<file path="src/rtl/i2cmb_seq_pkg.sv">
// rtl/i2cmb_seq_pkg.sv - shared types, register map and command encodings for the IICMB sequencer
package i2cmb_seq_pkg;

    typedef enum logic [1:0] {
        CSR  = 2'd0,
        DPR  = 2'd1,
        CMDR = 2'd2,
        FSMR = 2'd3
    } iicmb_reg_t;

    typedef enum logic [2:0] {
        WRITE    = 3'b001,
        READ_ACK = 3'b010,
        READ_NAK = 3'b011,
        START    = 3'b100,
        STOP     = 3'b101,
        SET_BUS  = 3'b110
    } iicmb_cmd_t;

    localparam int CMDR_DON = 7;
    localparam int CMDR_NAK = 6;
    localparam int CMDR_AL  = 5;
    localparam int CMDR_ERR = 4;

    // core enable plus interrupt enable
    localparam logic [7:0] CSR_ENABLE = 8'hC0;

    typedef enum logic [2:0] {
        ST_INIT,
        ST_IDLE,
        ST_DPR_WR,
        ST_CMD_WR,
        ST_IRQ_WAIT,
        ST_CMD_RD,
        ST_DPR_RD,
        ST_RESP
    } seq_state_t;

    typedef enum logic [2:0] {
        STEP_SETBUS,
        STEP_START,
        STEP_ADDR,
        STEP_DATA,
        STEP_RDNAK,
        STEP_STOP
    } seq_step_t;

    typedef enum logic {
        WB_IDLE,
        WB_BUSY
    } wb_state_t;

    function automatic iicmb_cmd_t step_cmd(input seq_step_t s);
        case (s)
            STEP_SETBUS: return SET_BUS;
            STEP_START:  return START;
            STEP_ADDR:   return WRITE;
            STEP_DATA:   return WRITE;
            STEP_RDNAK:  return READ_NAK;
            default:     return STOP;
        endcase
    endfunction

    // successor of a step that completed with DON (read/write fork after ADDR)
    function automatic seq_step_t step_next(input seq_step_t s, input logic rw);
        case (s)
            STEP_SETBUS: return STEP_START;
            STEP_START:  return STEP_ADDR;
            STEP_ADDR:   return rw ? STEP_RDNAK : STEP_DATA;
            default:     return STEP_STOP;
        endcase
    endfunction

    // steps that load DPR before their CMDR write
    function automatic logic step_has_dpr(input seq_step_t s);
        return (s == STEP_SETBUS) || (s == STEP_ADDR) || (s == STEP_DATA);
    endfunction

endpackage

</file>
<file path="src/rtl/wb_single_master.sv">
// rtl/wb_single_master.sv - single-access Wishbone master, one transfer per start
module wb_single_master
    import i2cmb_seq_pkg::*;
#(
    parameter int ADDR_WIDTH = 2,
    parameter int DATA_WIDTH = 8
) (
    input  logic                  clk_i,
    input  logic                  rst_ni,
    input  logic                  start,
    input  logic                  we,
    input  logic [ADDR_WIDTH-1:0] adr,
    input  logic [DATA_WIDTH-1:0] wdata,
    output logic                  done,
    output logic [DATA_WIDTH-1:0] rdata,
    output logic                  cyc_o,
    output logic                  stb_o,
    output logic                  we_o,
    output logic [ADDR_WIDTH-1:0] adr_o,
    output logic [DATA_WIDTH-1:0] dat_o,
    input  logic [DATA_WIDTH-1:0] dat_i,
    input  logic                  ack_i
);

    wb_state_t             state, state_next;
    logic                  we_q;
    logic [ADDR_WIDTH-1:0] adr_q;
    logic [DATA_WIDTH-1:0] wdata_q;
    logic [DATA_WIDTH-1:0] rdata_q;

    // state register; async reset drops cyc/stb immediately
    always_ff @(posedge clk_i or negedge rst_ni) begin
        if (!rst_ni) state <= WB_IDLE;
        else         state <= state_next;
    end

    // start is only honoured when idle, so a gap cycle always follows an ack
    always_comb begin
        state_next = state;
        case (state)
            WB_IDLE: if (start) state_next = WB_BUSY;
            WB_BUSY: if (ack_i) state_next = WB_IDLE;
            default: state_next = WB_IDLE;
        endcase
    end

    // bus controls follow the state; read data is forwarded in the ack cycle
    always_comb begin
        cyc_o = (state == WB_BUSY);
        stb_o = (state == WB_BUSY);
        we_o  = we_q;
        adr_o = adr_q;
        dat_o = wdata_q;
        done  = (state == WB_BUSY) && ack_i;
        rdata = done ? dat_i : rdata_q;
    end

    // hold the access attributes for the whole access, clear them after the ack
    always_ff @(posedge clk_i or negedge rst_ni) begin
        if (!rst_ni) begin
            we_q    <= 1'b0;
            adr_q   <= '0;
            wdata_q <= '0;
            rdata_q <= '0;
        end else if (state == WB_IDLE && start) begin
            we_q    <= we;
            adr_q   <= adr;
            wdata_q <= wdata;
        end else if (done) begin
            we_q    <= 1'b0;
            adr_q   <= '0;
            wdata_q <= '0;
            rdata_q <= dat_i;
        end
    end

endmodule

</file>
<file path="src/rtl/i2cmb_wb_sequencer.sv">
// rtl/i2cmb_wb_sequencer.sv - runs one-byte I2C transfers as IICMB register sequences over Wishbone
module i2cmb_wb_sequencer
    import i2cmb_seq_pkg::*;
#(
    parameter int WB_ADDR_WIDTH  = 2,
    parameter int WB_DATA_WIDTH  = 8,
    parameter int I2C_ADDR_WIDTH = 7,
    parameter int BUS_ID_WIDTH   = 4,
    parameter int TIMEOUT_CYC    = 1_000_000
) (
    input  logic                      clk_i,
    input  logic                      rst_ni,
    input  logic                      req_valid_i,
    output logic                      req_ready_o,
    input  logic                      req_rw_i,
    input  logic [BUS_ID_WIDTH-1:0]   req_bus_i,
    input  logic [I2C_ADDR_WIDTH-1:0] req_addr_i,
    input  logic [7:0]                req_wdata_i,
    output logic                      rsp_valid_o,
    output logic [7:0]                rsp_rdata_o,
    output logic                      rsp_nak_o,
    output logic                      rsp_err_o,
    output logic                      cyc_o,
    output logic                      stb_o,
    output logic                      we_o,
    output logic [WB_ADDR_WIDTH-1:0]  adr_o,
    output logic [WB_DATA_WIDTH-1:0]  dat_o,
    input  logic [WB_DATA_WIDTH-1:0]  dat_i,
    input  logic                      ack_i,
    input  logic                      irq_i
);

    localparam int TW = $clog2(TIMEOUT_CYC + 1);
    localparam logic [TW-1:0] T_LAST = TW'(TIMEOUT_CYC - 1);
    localparam logic [TW-1:0] T_MAX  = TW'(TIMEOUT_CYC);

    seq_state_t                state, state_next;
    seq_step_t                 step, step_d;
    logic                      set_err, set_nak, nak_hit;
    logic                      rw_q, err_q, nak_q;
    logic [BUS_ID_WIDTH-1:0]   bus_q;
    logic [I2C_ADDR_WIDTH-1:0] addr_q;
    logic [7:0]                wdata_q, rdata_q;
    logic [TW-1:0]             timer;
    logic [WB_DATA_WIDTH-1:0]  dpr_val;

    logic                      wb_start, wb_we, wb_done;
    iicmb_reg_t                wb_adr;
    logic [WB_DATA_WIDTH-1:0]  wb_wdata, wb_rdata;

    wb_single_master #(
        .ADDR_WIDTH (WB_ADDR_WIDTH),
        .DATA_WIDTH (WB_DATA_WIDTH)
    ) u_wb (
        .clk_i  (clk_i),
        .rst_ni (rst_ni),
        .start  (wb_start),
        .we     (wb_we),
        .adr    (WB_ADDR_WIDTH'(wb_adr)),
        .wdata  (wb_wdata),
        .done   (wb_done),
        .rdata  (wb_rdata),
        .cyc_o  (cyc_o),
        .stb_o  (stb_o),
        .we_o   (we_o),
        .adr_o  (adr_o),
        .dat_o  (dat_o),
        .dat_i  (dat_i),
        .ack_i  (ack_i)
    );

    // a NAK only matters on bytes we put on the bus ourselves
    assign nak_hit = wb_rdata[CMDR_NAK] && (step == STEP_ADDR || step == STEP_DATA);

    // state register
    always_ff @(posedge clk_i or negedge rst_ni) begin
        if (!rst_ni) state <= ST_INIT;
        else         state <= state_next;
    end

    // sequencing and CMDR status decisions (AL > ERR > NAK > DON)
    always_comb begin
        state_next = state;
        step_d     = step;
        set_err    = 1'b0;
        set_nak    = 1'b0;
        case (state)
            ST_INIT:   if (wb_done) state_next = ST_IDLE;
            ST_IDLE:   if (req_valid_i) begin
                state_next = ST_DPR_WR;
                step_d     = STEP_SETBUS;
            end
            ST_DPR_WR: if (wb_done) state_next = ST_CMD_WR;
            ST_CMD_WR: if (wb_done) state_next = ST_IRQ_WAIT;
            ST_IRQ_WAIT: begin
                if (irq_i) begin
                    state_next = ST_CMD_RD;
                end else if (timer == T_LAST) begin
                    state_next = ST_RESP;
                    set_err    = 1'b1;
                end
            end
            ST_CMD_RD: if (wb_done) begin
                if (wb_rdata[CMDR_AL]) begin
                    // core already released the bus, a STOP would be meaningless
                    set_err    = 1'b1;
                    state_next = ST_RESP;
                end else if (wb_rdata[CMDR_ERR] || (!nak_hit && !wb_rdata[CMDR_DON])) begin
                    set_err    = 1'b1;
                    state_next = (step == STEP_STOP) ? ST_RESP : ST_CMD_WR;
                    step_d     = STEP_STOP;
                end else if (nak_hit) begin
                    set_nak    = 1'b1;
                    step_d     = STEP_STOP;
                    state_next = ST_CMD_WR;
                end else if (step == STEP_RDNAK) begin
                    state_next = ST_DPR_RD;
                end else if (step == STEP_STOP) begin
                    state_next = ST_RESP;
                end else begin
                    step_d     = step_next(step, rw_q);
                    state_next = step_has_dpr(step_d) ? ST_DPR_WR : ST_CMD_WR;
                end
            end
            ST_DPR_RD: if (wb_done) begin
                step_d     = STEP_STOP;
                state_next = ST_CMD_WR;
            end
            ST_RESP:   state_next = ST_IDLE;
            default:   state_next = ST_INIT;
        endcase
    end

    // DPR payload for the current step
    always_comb begin
        case (step)
            STEP_SETBUS: dpr_val = WB_DATA_WIDTH'(bus_q);
            STEP_ADDR:   dpr_val = WB_DATA_WIDTH'({addr_q, rw_q});
            default:     dpr_val = WB_DATA_WIDTH'(wdata_q);
        endcase
    end

    // Wishbone access requests and handshake/response outputs per state
    always_comb begin
        wb_start    = 1'b0;
        wb_we       = 1'b0;
        wb_adr      = CSR;
        wb_wdata    = '0;
        case (state)
            ST_INIT:   begin wb_start = 1'b1; wb_we = 1'b1; wb_adr = CSR;  wb_wdata = WB_DATA_WIDTH'(CSR_ENABLE); end
            ST_DPR_WR: begin wb_start = 1'b1; wb_we = 1'b1; wb_adr = DPR;  wb_wdata = dpr_val; end
            ST_CMD_WR: begin wb_start = 1'b1; wb_we = 1'b1; wb_adr = CMDR; wb_wdata = WB_DATA_WIDTH'(step_cmd(step)); end
            ST_CMD_RD: begin wb_start = 1'b1; wb_adr = CMDR; end
            ST_DPR_RD: begin wb_start = 1'b1; wb_adr = DPR; end
            default:   ;
        endcase
        req_ready_o = (state == ST_IDLE);
        rsp_valid_o = (state == ST_RESP);
        rsp_rdata_o = (rsp_valid_o && !err_q && !nak_q) ? rdata_q : 8'h00;
        rsp_nak_o   = rsp_valid_o && nak_q;
        rsp_err_o   = rsp_valid_o && err_q;
    end

    // request latch, status flags, read byte and irq timeout counter
    always_ff @(posedge clk_i or negedge rst_ni) begin
        if (!rst_ni) begin
            step    <= STEP_SETBUS;
            rw_q    <= 1'b0;
            bus_q   <= '0;
            addr_q  <= '0;
            wdata_q <= '0;
            rdata_q <= '0;
            err_q   <= 1'b0;
            nak_q   <= 1'b0;
            timer   <= '0;
        end else begin
            step <= step_d;
            if (state == ST_IDLE && req_valid_i) begin
                rw_q    <= req_rw_i;
                bus_q   <= req_bus_i;
                addr_q  <= req_addr_i;
                wdata_q <= req_wdata_i;
                rdata_q <= '0;
                err_q   <= 1'b0;
                nak_q   <= 1'b0;
            end else begin
                if (set_err) err_q <= 1'b1;
                if (set_nak) nak_q <= 1'b1;
                if (state == ST_DPR_RD && wb_done) rdata_q <= wb_rdata[7:0];
            end
            if (state == ST_CMD_WR)
                timer <= '0;
            else if (state == ST_IRQ_WAIT && !irq_i && timer != T_MAX)
                timer <= timer + TW'(1);
        end
    end

endmodule
</file>
<file path="config.mk">
export PLATFORM = sky130hd
export DESIGN_NAME = i2cmb_wb_sequencer
export DESIGN_NICKNAME = d
export VERILOG_FILES = /design/src/rtl/i2cmb_seq_pkg.sv /design/src/rtl/wb_single_master.sv /design/src/rtl/i2cmb_wb_sequencer.sv
export SDC_FILE = /design/constraint.sdc
export NUM_CORES = 1
export LEC_CHECK = 0
export CAP_MARGIN = 20
export CORE_ASPECT_RATIO = 1.25
export CORE_UTILIZATION = 25
export CTS_CLUSTER_SIZE = 14
export DETAILED_ROUTE_END_ITERATION = 6
export HOLD_SLACK_MARGIN = 0.02
export SYNTH_ARGS = -nofsm -noshare
export SYNTH_HDL_FRONTEND = slang
export SYNTH_SLANG_ARGS = --single-unit
</file>
<file path="constraint.sdc">
create_clock -name clk_i -period 2.3 [get_ports clk_i]
set_clock_uncertainty 0.2 [all_clocks]
set_input_delay 0.46 -clock clk_i [delete_from_list [all_inputs] [get_ports clk_i]]
set_output_delay 0.46 -clock clk_i [all_outputs]
set_load 0.01 [all_outputs]
</file>
**After elaboration in Yosys (flattened, before gate mapping)**

Index checks and enable logic that the tools add are counted.

- Input port bits: 33
- Register bits: 76
- Logic and storage cells: 149

- Eq/ne operators: 26
- Mux-type cells: 69
- $add $sub $neg: 1
- Bitwise logic cells: 1
- Reduce and logical (&&, ||, !) cells: 37

Operator list:

| cell | number |
|---|---|
| $mux 3 | 29 |
| $mux 8 | 6 |
| $mux 20 | 2 |
| $pmux 8 s3 | 1 |
| $mux 1 | 21 |
| $pmux 3 s7 | 1 |
| $add 20x1->20 const B | 1 |
| $eq 20x20->1 const B | 1 |
| $ne 20x20->1 const B | 1 |
| $eq 3x2->1 const B | 6 |
| $eq 3x3->1 const B | 6 |
| $pmux 3 s3 | 2 |
| $pmux 8 s2 | 1 |
| $logic_and 1x1->1 | 12 |
| $ne 2x2->1 const B | 6 |
| $pmux 3 s4 | 1 |
| $reduce_bool 2->1 | 5 |
| $logic_not 3->1 | 3 |
| $ne 4x4->1 const B | 2 |
| $reduce_and 7->1 | 1 |
| $eq 3x1->1 const B | 2 |
| $reduce_and 6->1 | 1 |
| $reduce_or 2->1 | 3 |
| $logic_not 1->1 | 5 |
| other kinds (10) | 15 |

**Longest topological paths before layout**

Gate-level depths: netlist of the first run.

- Word-level depth: 21
- Depth in mapped cells: 7

**Cells and area by module**

A second synthesis of the first run with hierarchy kept.

- Cell total of the unflattened synthesis: 392
- Area total of the unflattened synthesis: 4100.2 um2

By module, submodules not included:

| module | area each (um2) | times used | cells an instance |
|---|---|---|---|
| i2cmb_wb_sequencer | 3110.5 | 1 | 324 |
| wb_single_master | 989.7 | 1 | 68 |

**Worst setup path after synthesis of the first run**

No wires, ideal clock.

- Path kind: reg2out
- Start: register state[1]
- End: output port rsp_rdata_o[0]
- Data arrival time: 1.523 ns
- Path buffers: 1
- Setup slack: 0.117 ns
- Stages on the path, launching flop included: 5
- Cells stage by stage: dfrtp_1 > clkbuf_1 > and3_1 > nor3b_1 > and2_1

- Cells in the longest elaborated chain, start to end: 4

Ends and longest elaborated chain:

| element | RTL line | source |
|---|---|---|
| start, declared | i2cmb_wb_sequencer.sv:37 | `seq_state_t state, state_next;` |
| start signal, assigned | i2cmb_wb_sequencer.sv:78 | `else state <= state_next;` |
| $eq 3x3->1 | i2cmb_wb_sequencer.sv:158 | `rsp_valid_o = (state == ST_RESP);` |
| via rsp_valid_o | i2cmb_wb_sequencer.sv:19 | `output logic rsp_valid_o,` |
| $logic_and 1x1->1 (2 in series) | i2cmb_wb_sequencer.sv:159 | `rsp_rdata_o = (rsp_valid_o && !err_q && !nak_q) ? rdata_q : 8'h00;` |
| $mux 8 | i2cmb_wb_sequencer.sv:159 |  |
| end, declared | i2cmb_wb_sequencer.sv:20 | `output logic [7:0] rsp_rdata_o,` |

The timed path passes the listed nets, and every way through them passes these cells.

**Final worst setup path of the first run**

- Start: register state[1]
- End: output port rsp_valid_o

- Cells in the longest elaborated chain, start to end: 1

Ends and longest elaborated chain:

| element | RTL line |
|---|---|
| $eq 3x3->1 | i2cmb_wb_sequencer.sv:158 |
| end, declared | i2cmb_wb_sequencer.sv:19 |

No other way between the ends.

==> results.json, run 1 <==
{
  "met3WireLength_um": 256,
  "initial_core_util_pct": 25.9,
  "power.internal_mw": 3.76,
  "drt-wirelength-per-cell_um": 14.4,
  "area.growth.synth_to_final_pct": 36.2,
  "synth_top_family_by_area": "simple AND/OR/NAND/NOR gates",
  "post_synth_mux_area_share_pct": 9.68,
  "violated_checks": "DRC",
  "antenna_found_initial": 0,
  "drt-total-wl_um": 9050,
  "maxSlewViolCount": 0,
  "worstSetupEndpointType": "output port",
  "wl_met1_um": 3830,
  "cpMaxStageDelayCell": "sky130_fd_sc_hd__clkdlybuf4s50_1",
  "clkSinkCount": 76,
  "syn_avg_cell_area_um2": 10.6,
  "number_of_cts_inserted_buffers": 9,
  "via_count": 2929,
  "synth_edf_count": 0,
  "total_power_mw": 5.61,
  "path_max_fanout": 3,
  "power.combinational.fraction_pct": 39.1,
  "io_pins": 58,
  "mappedNetlistNets": 391,
  "post_layout_nonfiller_instances": 627,
  "final_cell_mix": "76 x sky130_fd_sc_hd__dfrtp_1, 44 x sky130_fd_sc_hd__clkdlybuf4s50_1, 37 x sky130_fd_sc_hd__buf_4",
  "yosys_warning_total": 0,
  "top_cell_type_s_share_of_synthesized_area_pct": 50.5,
  "hpwl_um": 6560,
  "post-synth-top-area-cell": "sky130_fd_sc_hd__dfrtp_1",
  "clkTransAtPathRegs_ns": 0.06,
  "period_share_pct": 97.0,
  "count_of_fill_cells_added_during_filler_insertion": 1436,
  "maxSlewHeadroom_pct": 70.5,
  "critPathLaunchType": "register",
  "drv.max_cap_violation_count": 0,
  "timing.critical_path.arrival_ns": 1.57,
  "dr.pass1.iters": 6,
  "setup_viol": 0,
  "count_of_buffer_and_inverter_cells_on_the_critical_path": 2,
  "vias_in_the_first_global_route": 3048,
  "synth-compound-area-share_pct": 12.4,
  "synth-simple-area-share_pct": 19.4,
  "yosys.area_share.adder_pct": 0.665,
  "cp_cell_sequence": "and3_4 -> buf_4 -> clkdlybuf4s50_1",
  "clock_latency_ns": 0.34,
  "slowest_delay_ns": 0.53,
  "pwr_density_cell_mw_per_mm2": 1090,
  "total_switching_power_mw": 1.85,
  "timing.fmax_mhz": 448,
  "mostFrequentLayoutCell": "sky130_fd_sc_hd__dfrtp_1",
  "ant_nets": 0,
  "initialDrtViolationCount": 124,
  "min_path_type": "register to register",
  "grt_pass1_wl_um": 15300,
  "power.leakage_nw": 2.27,
  "die-width_um": 112,
  "report.final.hold_viol_count": 0,
  "postSynth.topFlopCell": "sky130_fd_sc_hd__dfrtp_1",
  "drc": 1,
  "final_nets": 479,
  "clock-root-buffer": "sky130_fd_sc_hd__clkbuf_16",
  "gp_congestion": 0.786,
  "clock_power_share_pct": 25.0,
  "maxUsedRoutingLayer": "met4",
  "overflow": 0,
  "diodes": 0,
  "worstSetupPathType": "register to output port",
  "place_inst": 606,
  "yosys-top-cells-area": "sky130_fd_sc_hd__dfrtp_1 51%, sky130_fd_sc_hd__mux2_2 8.1%, sky130_fd_sc_hd__nor2_1 3.6%",
  "irDropWorstVdd_v": 0.000557,
  "outcome": "complete, but fails checks",
  "clock_tree_from_tritoncts": "built",
  "die_h_um": 139,
  "crit_required_ns": 1.64,
  "swShare_pct": 32.9,
  "final_layout_size_suffix_gt1_share_pct": 24.9,
  "yosys_register_bits": 76,
  "post_synth_inst_count": 356,
  "post_synthesis_cell_area_mm2": 0.00376,
  "fp.dieArea_mm2": 0.0155,
  "global_route.usage.total_pct": 12.4,
  "timing.final.crit_period_ns": 2.23,
  "max_h_tree_level": 3,
  "area_share_of_xor_xnor_cells_in_the_synthesized_design_pct": 3.96,
  "yosysSeqAreaShare_pct": 50.5,
  "grt_setup_unrepaired": "false",
  "max-clock-path-buffers": 2,
  "std_cell_rows": 49,
  "core_area_mm2": 0.0145,
  "place.port_buffers": 57,
  "synthDistinctLibCells": 51,
  "grt_start_max_net_pins": 77,
  "cpLargestDelayFamily": "buffers and inverters",
  "met2_length_um": 4810,
  "worst-slew-pin-transition_ns": 0.439,
  "power.sequential.fraction_pct": 35.9,
  "routed_via_density": 4.67,
  "synth-async-reset-ratio_pct": 100
}
-- synthesized netlist by cell type, types with 3 or more instances --
cell,count
sky130_fd_sc_hd__or3_1,4
sky130_fd_sc_hd__nor2b_1,5
sky130_fd_sc_hd__dfrtp_1,76
sky130_fd_sc_hd__inv_1,6
sky130_fd_sc_hd__o211ai_1,4
sky130_fd_sc_hd__mux2_2,27
sky130_fd_sc_hd__a22o_1,14
sky130_fd_sc_hd__xnor2_1,4
sky130_fd_sc_hd__nand2b_1,6
sky130_fd_sc_hd__nand3_1,15
sky130_fd_sc_hd__and3_1,4
sky130_fd_sc_hd__o21ai_0,12
sky130_fd_sc_hd__nand4_1,7
sky130_fd_sc_hd__o21a_1,4
sky130_fd_sc_hd__a21oi_1,8
sky130_fd_sc_hd__and2_1,13
sky130_fd_sc_hd__xor2_1,13
sky130_fd_sc_hd__o2bb2ai_1,4
sky130_fd_sc_hd__buf_1,3
sky130_fd_sc_hd__nand2_1,22
sky130_fd_sc_hd__o31ai_1,5
sky130_fd_sc_hd__mux2i_1,6
sky130_fd_sc_hd__nor2_1,36
sky130_fd_sc_hd__clkbuf_1,13
sky130_fd_sc_hd__nor3_1,8
-- final timing paths --
path,end,cells past startpoint,slack [ns],from
worst max-delay path,rsp_valid_o,3,0.07,state[1]
worst min-delay path,rdata_q[1],1,0.29,rdata_q[1]
worst max register to register,timer[18],6,0.11,state[0]
worst min register to register,rdata_q[1],1,0.29,rdata_q[1]
max in group asynchronous,u_wb.dat_o[0],3,1.09,rst_ni
min in group asynchronous,rdata_q[3],3,0.48,rst_ni
-- power groups by stage --
stage / Combinational, mW / Sequential (mW) / Clock, mW
finish: 2.19 / 2.02 / 1.40
global route: 2.42 / 2.07 / 1.51
CTS: 2.18 / 2.01 / 1.43
detailed placement: 2.11 / 2.04 / 0
global placement: 2.06 / 2.03 / 0
floorplan: 1.32 / 1.96 / 0
-- per-stage QoR --
step	setup TNS [ns]	hold slack (ns)	area, um2	util (%)	setup slack [ns]
global placement	-8.19	0.273	4750	32.7	-0.344
finish	0	0.292	5120	35.3	0.0695
floorplan	0	-0.0356	3760	-	0.117
detailed placement	-8.81	0.274	4750	32.7	-0.362
global route	0	0.304	5120	35.3	0.0247
CTS	-0.426	0.298	5100	35.1	-0.0815
-- final cells by class --
cell class | instances | area (um2) | area share [%]
Clock inverter | 4 | 48.8 | 0.952
Sequential cell | 76 | 1900 | 37.1
Tap cell | 178 | 223 | 4.35
Clock buffer | 12 | 246 | 4.81
Timing Repair Buffer | 98 | 885 | 17.3
Inverter | 7 | 26.3 | 0.513
Multi-Input combinational cell | 252 | 1790 | 35.0
-- logic make-up after synthesis --
family / count (synthesis)
and+or+nand+nor: 135
DFF: 76
AOI/OAI and AO/OA: 65
muxes: 33
buffers and inverters: 28
xor gates and xnor gates: 17
adders and majority gates: 2
-- state kept, by name (all words and copies together) (netlist names), 2 cells and up --
| register | flops |
|---|---|
| timer | 20 |
| rdata_q | 8 |
| u_wb.dat_o | 8 |
| u_wb.rdata_q | 8 |
| wdata_q | 8 |
| addr_q | 7 |
| bus_q | 4 |
| state | 3 |
| step | 3 |
| u_wb.adr_o | 2 |
-- worst register-to-register path: stages (launching register included) --
cell,delay [ns]
sky130_fd_sc_hd__dfrtp_1,0.38
sky130_fd_sc_hd__buf_4,0.16
sky130_fd_sc_hd__or4b_4,0.59
sky130_fd_sc_hd__nor4_4,0.38
sky130_fd_sc_hd__nand4_1,0.15
sky130_fd_sc_hd__xor2_1,0.15
sky130_fd_sc_hd__nor2_1,0.05
-- routing by layer --
| metal | up-vias | track usage (%) |
|---|---|---|
| li1 | 1447 | - |
| met1 | 1432 | 14.5 |
| met2 | 39 | 22.1 |
| met3 | 11 | 2.49 |
| met4 | 0 | 4.91 |
| met5 | - | 0 |
-- timing repair --
item / CTS / global route
gates resized for setup: 28 / 32
setup buffers: 4 / 2
hold buffers: 1 / 0
hold endpoints to repair: 76 / 0
pin swaps: 2 / 1
endpoints found under the setup margin: 13 / 34
Power figures use the tool's default switching activity.
==> inputs of run 2 (changes only) <==
==> constraint.sdc (replaced) <==
create_clock -name clk_i -period 2.3 [get_ports clk_i]
set_clock_uncertainty 0.2 [all_clocks]
set_input_delay 0.575 -clock clk_i [delete_from_list [all_inputs] [get_ports clk_i]]
set_output_delay 0.575 -clock clk_i [all_outputs]
set_load 0.01 [all_outputs]
==> run 2 against run 1 <==
Register-to-register slack worse by 0.04 ns. Highest routed layer unchanged. Sequential share of layout area is 0.42 points lower. The run ends with DRC, setup timing left. Count of clock-buffer cells in the layout is 1 lower. Critical path depth is 3 higher. Die area stayed put.
==> results.json, run 2 (synthesis gave the netlist of run 1 again) <==
{
  "initial_core_util_pct": 25.9,
  "diodes": 0,
  "io_pins": 58,
  "global_route.usage.total_pct": 12.4,
  "clkSinkCount": 76,
  "post_layout_nonfiller_instances": 626,
  "drt-total-wl_um": 9150,
  "max_h_tree_level": 3,
  "initialDrtViolationCount": 102,
  "gp_congestion": 0.828,
  "multi_input_comb_area_mm2": 0.00180,
  "drv.max_cap_violation_count": 0,
  "largest_register_ffs": 20,
  "std_cell_rows": 49,
  "place_inst": 605,
  "final_nets": 479,
  "clock_tree_from_tritoncts": "built",
  "setup_viol": 7,
  "vias_in_the_first_global_route": 3023,
  "maxSlewViolCount": 0,
  "cts_hold_buffers": 0,
  "detailedPlace.worstSlack_ns": -0.501,
  "clkTransAtPathRegs_ns": 0.06,
  "finish.utilization_pct": 35.7,
  "worst-slew-pin-transition_ns": 0.445,
  "die_h_um": 139,
  "power.leakage_nw": 2.29,
  "fp.dieArea_mm2": 0.0155,
  "number_of_cts_inserted_buffers": 9,
  "antenna_found_initial": 0,
  "crit_required_ns": 1.52,
  "area.growth.synth_to_final_pct": 37.8,
  "cpMostUsedCell": "sky130_fd_sc_hd__buf_6",
  "path_max_fanout": 3,
  "routed_via_density": 4.70,
  "grt_pass1_wl_um": 15300,
  "via_count": 2940,
  "max_flop_register": "timer",
  "count_of_buffer_and_inverter_cells_on_the_critical_path": 3,
  "overflow": 0,
  "core_area_mm2": 0.0145,
  "cpMaxStageDelayCell": "sky130_fd_sc_hd__dfrtp_1",
  "final_layout_size_suffix_gt1_share_pct": 25.7,
  "maxSlewHeadroom_pct": 70.1,
  "timing.fmax_mhz": 426,
  "cp_cell_sequence": "and3_4 -> nor3b_4 -> buf_6 -> buf_6 -> and2_4 -> buf_6",
  "clock_latency_ns": 0.33,
  "final_cell_mix": "75 x sky130_fd_sc_hd__dfrtp_1, 42 x sky130_fd_sc_hd__clkdlybuf4s50_1, 35 x sky130_fd_sc_hd__buf_4",
  "worstSetupEndpointType": "output port",
  "critPathLaunchType": "register",
  "regArea_mm2": 0.00190,
  "hpwl_um": 6580,
  "grt_setup_unrepaired": "true",
  "report.final.hold_viol_count": 0,
  "ant_nets": 0,
  "min_path_type": "input port to async pin",
  "place.port_buffers": 57,
  "pwr_density_cell_mw_per_mm2": 1110,
  "irDropWorstVdd_v": 0.000400,
  "period_share_pct": 102,
  "count_of_fill_cells_added_during_filler_insertion": 1459,
  "drc": 1,
  "dr.pass1.iters": 6,
  "outcome": "complete, but fails checks",
  "cpLargestDelayFamily": "simple AND/OR/NAND/NOR gates",
  "timing.final.crit_period_ns": 2.35,
  "clock-root-buffer": "sky130_fd_sc_hd__clkbuf_16",
  "slowest_delay_ns": 0.36,
  "mostFrequentLayoutCell": "sky130_fd_sc_hd__dfrtp_1",
  "violated_checks": "DRC, setup timing",
  "die-width_um": 112,
  "drt-wirelength-per-cell_um": 14.6,
  "max-clock-path-buffers": 2,
  "final_critical_path_setup_slack_ns": -0.0473,
  "worstSetupPathType": "register to output port",
  "timing.critical_path.arrival_ns": 1.57,
  "grt_start_max_net_pins": 77
}
## run 2: cell count changes in the layout (fill, tap and decap cells not counted), moves of 2 or more
cell,before,now
sky130_fd_sc_hd__buf_2,5,3
sky130_fd_sc_hd__buf_6,5,9
sky130_fd_sc_hd__clkdlybuf4s50_1,44,42
sky130_fd_sc_hd__buf_4,37,35
sky130_fd_sc_hd__clkdlybuf4s15_1,0,2
sky130_fd_sc_hd__and2_4,4,7
sky130_fd_sc_hd__and2_1,8,6
## run 2: path summary, 6_finish.rpt
path | start | endpoint | slack (ns) | depth (start not counted)
worst max-delay path | state[2] | rsp_rdata_o[0] | -0.05 | 6
worst min-delay path | rst_ni | rdata_q[3] | 0.04 | 2
worst max register to register | state[1] | timer[17] | 0.07 | 7
worst min register to register | u_wb.we_o | u_wb.we_o | 0.28 | 1
max in group asynchronous | rst_ni | u_wb.cyc_o | 1.45 | 2
min in group clk_i | u_wb.we_o | u_wb.we_o | 0.28 | 1
## run 2: what timing repair did
| action | in CTS | in global routing |
|---|---|---|
| resized for setup | 49 | 23 |
| buffers inserted | 2 | 5 |
| pin swaps | 7 | 12 |
| endpoints found under the setup margin | 39 | 25 |
| gates cloned | 0 | 0 |
## run 2: final cells by class
class	instances	share of cell area [%]
Inverter	7	0.507
Sequential cell	76	36.7
Timing Repair Buffer	98	17.6
Clock inverter	4	1.42
Multi-Input combinational cell	252	34.8
Tap cell	178	4.29
Clock buffer	11	4.68
## run 2: where the power goes
part / leakage [nW] / switching [mW] / total [mW] / internal, mW
Combinational: 1.15 / 1.09 / 2.27 / 1.18
Clock: 0.156 / 0.520 / 1.49 / 0.973
Sequential: 0.983 / 0.246 / 2.01 / 1.76
Total: 2.29 / 1.86 / 5.77 / 3.91
## run 2: layer usage
layer | global-route usage, % | routed length, um | up-vias
met2 | 22.5 | 4900 | 41
met4 | 3.84 | 133 | 0
met5 | 0 | 0 | -
met1 | 14.4 | 3900 | 1446
li1 | - | - | 1443
met3 | 2.75 | 217 | 10
## run 2: through the flow
| step | TNS, ns | hold slack, ns | power, mW | area, um2 |
|---|---|---|---|---|
| after floorplan | 0 | 0.0794 | 3.29 | 3760 |
| after global placement | -12.20 | 0.270 | 4.14 | 4750 |
| after detailed placement | -13.28 | 0.274 | 4.19 | 4750 |
| after CTS | -0.204 | 0.0890 | 5.75 | 5080 |
| after global routing | -0.800 | 0.104 | 6.16 | 5190 |
| final | -0.0803 | 0.0424 | 5.77 | 5190 |
==> inputs of run 3 (changes only) <==
--- a/config.mk
+++ b/config.mk
@@ -8,9 +8,11 @@
 export CAP_MARGIN = 20
 export CORE_ASPECT_RATIO = 1.25
 export CORE_UTILIZATION = 25
+export CTS_BUF_LIST = sky130_fd_sc_hd__clkbuf_4 sky130_fd_sc_hd__clkbuf_8
 export CTS_CLUSTER_SIZE = 14
 export DETAILED_ROUTE_END_ITERATION = 6
 export HOLD_SLACK_MARGIN = 0.02
+export SETUP_SLACK_MARGIN = 0.2
 export SYNTH_ARGS = -nofsm -noshare
 export SYNTH_HDL_FRONTEND = slang
 export SYNTH_SLANG_ARGS = --single-unit
==> run 3 against run 2 <==
The run still ends with DRC, setup timing left. Fmax down 0.75%. First-iteration DRC count up 7.8%. Sequential power about the same. Count of clock-buffer cells in the layout down 1. Non-clock buffer count down 5. Via count up 0.65%. Utilization down 0.24 points. Highest routed layer unchanged.
==> results.json, run 3 (synthesis gave the netlist of run 1 again) <==
{
  "outcome": "complete, but fails checks",
  "violated_checks": "DRC, setup timing",
  "place.port_buffers": 57,
  "clock_latency_ns": 0.36,
  "grt_start_max_net_pins": 23,
  "irDropWorstVdd_v": 0.000418,
  "vias_in_the_first_global_route": 3048,
  "area.growth.synth_to_final_pct": 36.9,
  "final_nets": 474,
  "routed_via_density": 4.76,
  "timing.final.crit_period_ns": 2.37,
  "clock_tree_from_tritoncts": "built",
  "initialDrtViolationCount": 110,
  "via_count": 2959,
  "count_of_buffer_and_inverter_cells_on_the_critical_path": 3,
  "gp_congestion": 0.800,
  "drc": 1,
  "critPathLaunchType": "register",
  "final_cell_mix": "75 x sky130_fd_sc_hd__dfrtp_1, 36 x sky130_fd_sc_hd__clkdlybuf4s50_1, 33 x sky130_fd_sc_hd__nor2_1",
  "worstSetupEndpointType": "output port",
  "regArea_mm2": 0.00190,
  "initial_core_util_pct": 25.9,
  "crit_required_ns": 1.52,
  "maxSlewViolCount": 0,
  "core_area_mm2": 0.0145,
  "total_power_mw": 5.50,
  "post_layout_nonfiller_instances": 622,
  "cpMaxStageDelayCell": "sky130_fd_sc_hd__dfrtp_1",
  "number_of_cts_inserted_buffers": 9,
  "cp_cell_sequence": "and3_4 -> nor3b_4 -> buf_6 -> buf_6 -> and2_4 -> buf_6",
  "max-clock-path-buffers": 2,
  "multi_input_comb_area_mm2": 0.00187,
  "clock-root-buffer": "sky130_fd_sc_hd__clkbuf_8",
  "report.final.hold_viol_count": 0,
  "clkTransAtPathRegs_ns": 0.08,
  "place_inst": 599,
  "timing.fmax_mhz": 423,
  "drt-total-wl_um": 9320,
  "hpwl_um": 6770,
  "setup_viol": 5,
  "grt_pass1_wl_um": 15200,
  "dr.pass1.iters": 6,
  "global_route.usage.total_pct": 12.4,
  "fp.dieArea_mm2": 0.0155,
  "diodes": 0,
  "mostFrequentLayoutCell": "sky130_fd_sc_hd__dfrtp_1",
  "die-width_um": 112,
  "max_flop_register": "timer",
  "path_max_fanout": 6,
  "max_h_tree_level": 3,
  "io_pins": 58,
  "cpMostUsedCell": "sky130_fd_sc_hd__buf_6",
  "worstSetupPathType": "register to output port",
  "final_critical_path_setup_slack_ns": -0.0652,
  "count_of_fill_cells_added_during_filler_insertion": 1435,
  "clkSinkCount": 76,
  "pwr_density_cell_mw_per_mm2": 1070,
  "antenna_found_initial": 0,
  "worst-slew-pin-transition_ns": 0.522,
  "timing.critical_path.arrival_ns": 1.59,
  "overflow": 0,
  "slowest_delay_ns": 0.37,
  "ant_nets": 0,
  "drv.max_cap_violation_count": 0,
  "period_share_pct": 103,
  "min_path_type": "register to register",
  "power.leakage_nw": 2.33,
  "drt-wirelength-per-cell_um": 15.0,
  "cpLargestDelayFamily": "simple AND/OR/NAND/NOR gates",
  "std_cell_rows": 49,
  "maxSlewHeadroom_pct": 65.2,
  "grt_setup_unrepaired": "true",
  "largest_register_ffs": 20,
  "final_layout_size_suffix_gt1_share_pct": 27.3,
  "die_h_um": 139
}
## run 3: through the flow
step	TNS [ns]	area, um2	hold WS [ns]	util (%)	setup slack, ns
2_1_floorplan	0	3770	0.0794	-	0.152
4_1_cts	-0.249	5030	0.288	34.6	-0.0804
3_3_place_gp	-7.80	4730	0.268	32.5	-0.323
3_5_place_dp	-8.75	4730	0.271	32.5	-0.389
5_1_grt	-1.32	5150	0.309	35.5	-0.161
6_report	-0.205	5150	0.283	35.5	-0.0652
## run 3: path summary, 6_finish.rpt
path / endpoint / start / cells past startpoint / slack (ns)
max in group asynchronous: addr_q[6] / rst_ni / 3 / 0.78
max reg2reg: timer[19] / state[0] / 7 / -0.01
min reg2reg: u_wb.we_o / u_wb.we_o / 1 / 0.28
min in group asynchronous: rdata_q[2] / rst_ni / 2 / 0.52
max: rsp_rdata_o[3] / state[0] / 6 / -0.07
min: u_wb.we_o / u_wb.we_o / 1 / 0.28
## run 3: area by class of cell
cell class	instances	area share [%]
clock inverter	6	2.16
tap	178	4.32
multi-input combinational	252	36.4
timing repair buffer	93	17.1
inverter	7	0.510
clock buffer	10	2.55
sequential	76	36.9
## run 3: worst reg2reg max path: cells and delay by family (launching register included)
kind                      cells  cell delay (ns)
xor gates and xnor gates      1             0.15
and+or+nand+nor               4             1.06
DFF                           1             0.40
buffers and inverters         2             0.39
## run 3: timing repair
action	in CTS	in global routing
endpoints found under the hold margin	18	0
pin swaps	12	6
endpoints found under the setup margin	47	53
buffers inserted	3	3
cloned	0	0
resized for setup	72	26
hold buffers	1	0
## run 3: power by group
| group | total (mW) | switching [mW] | leakage (nW) | internal [mW] |
|---|---|---|---|---|
| Combinational | 2.26 | 1.13 | 1.23 | 1.13 |
| Clock | 1.24 | 0.509 | 0.120 | 0.735 |
| Sequential | 2.00 | 0.244 | 0.983 | 1.76 |
| Total | 5.50 | 1.88 | 2.33 | 3.62 |
## run 3: metal layers
layer  GRT usage (%)  vias to the layer above  part of all wire [%]
met1            13.6                     1439                    40
met3            2.58                       21                   3.3
met5               0                        -                     0
met4            5.76                        0                   2.5
met2            22.6                       64                    54
li1                -                     1435                     -
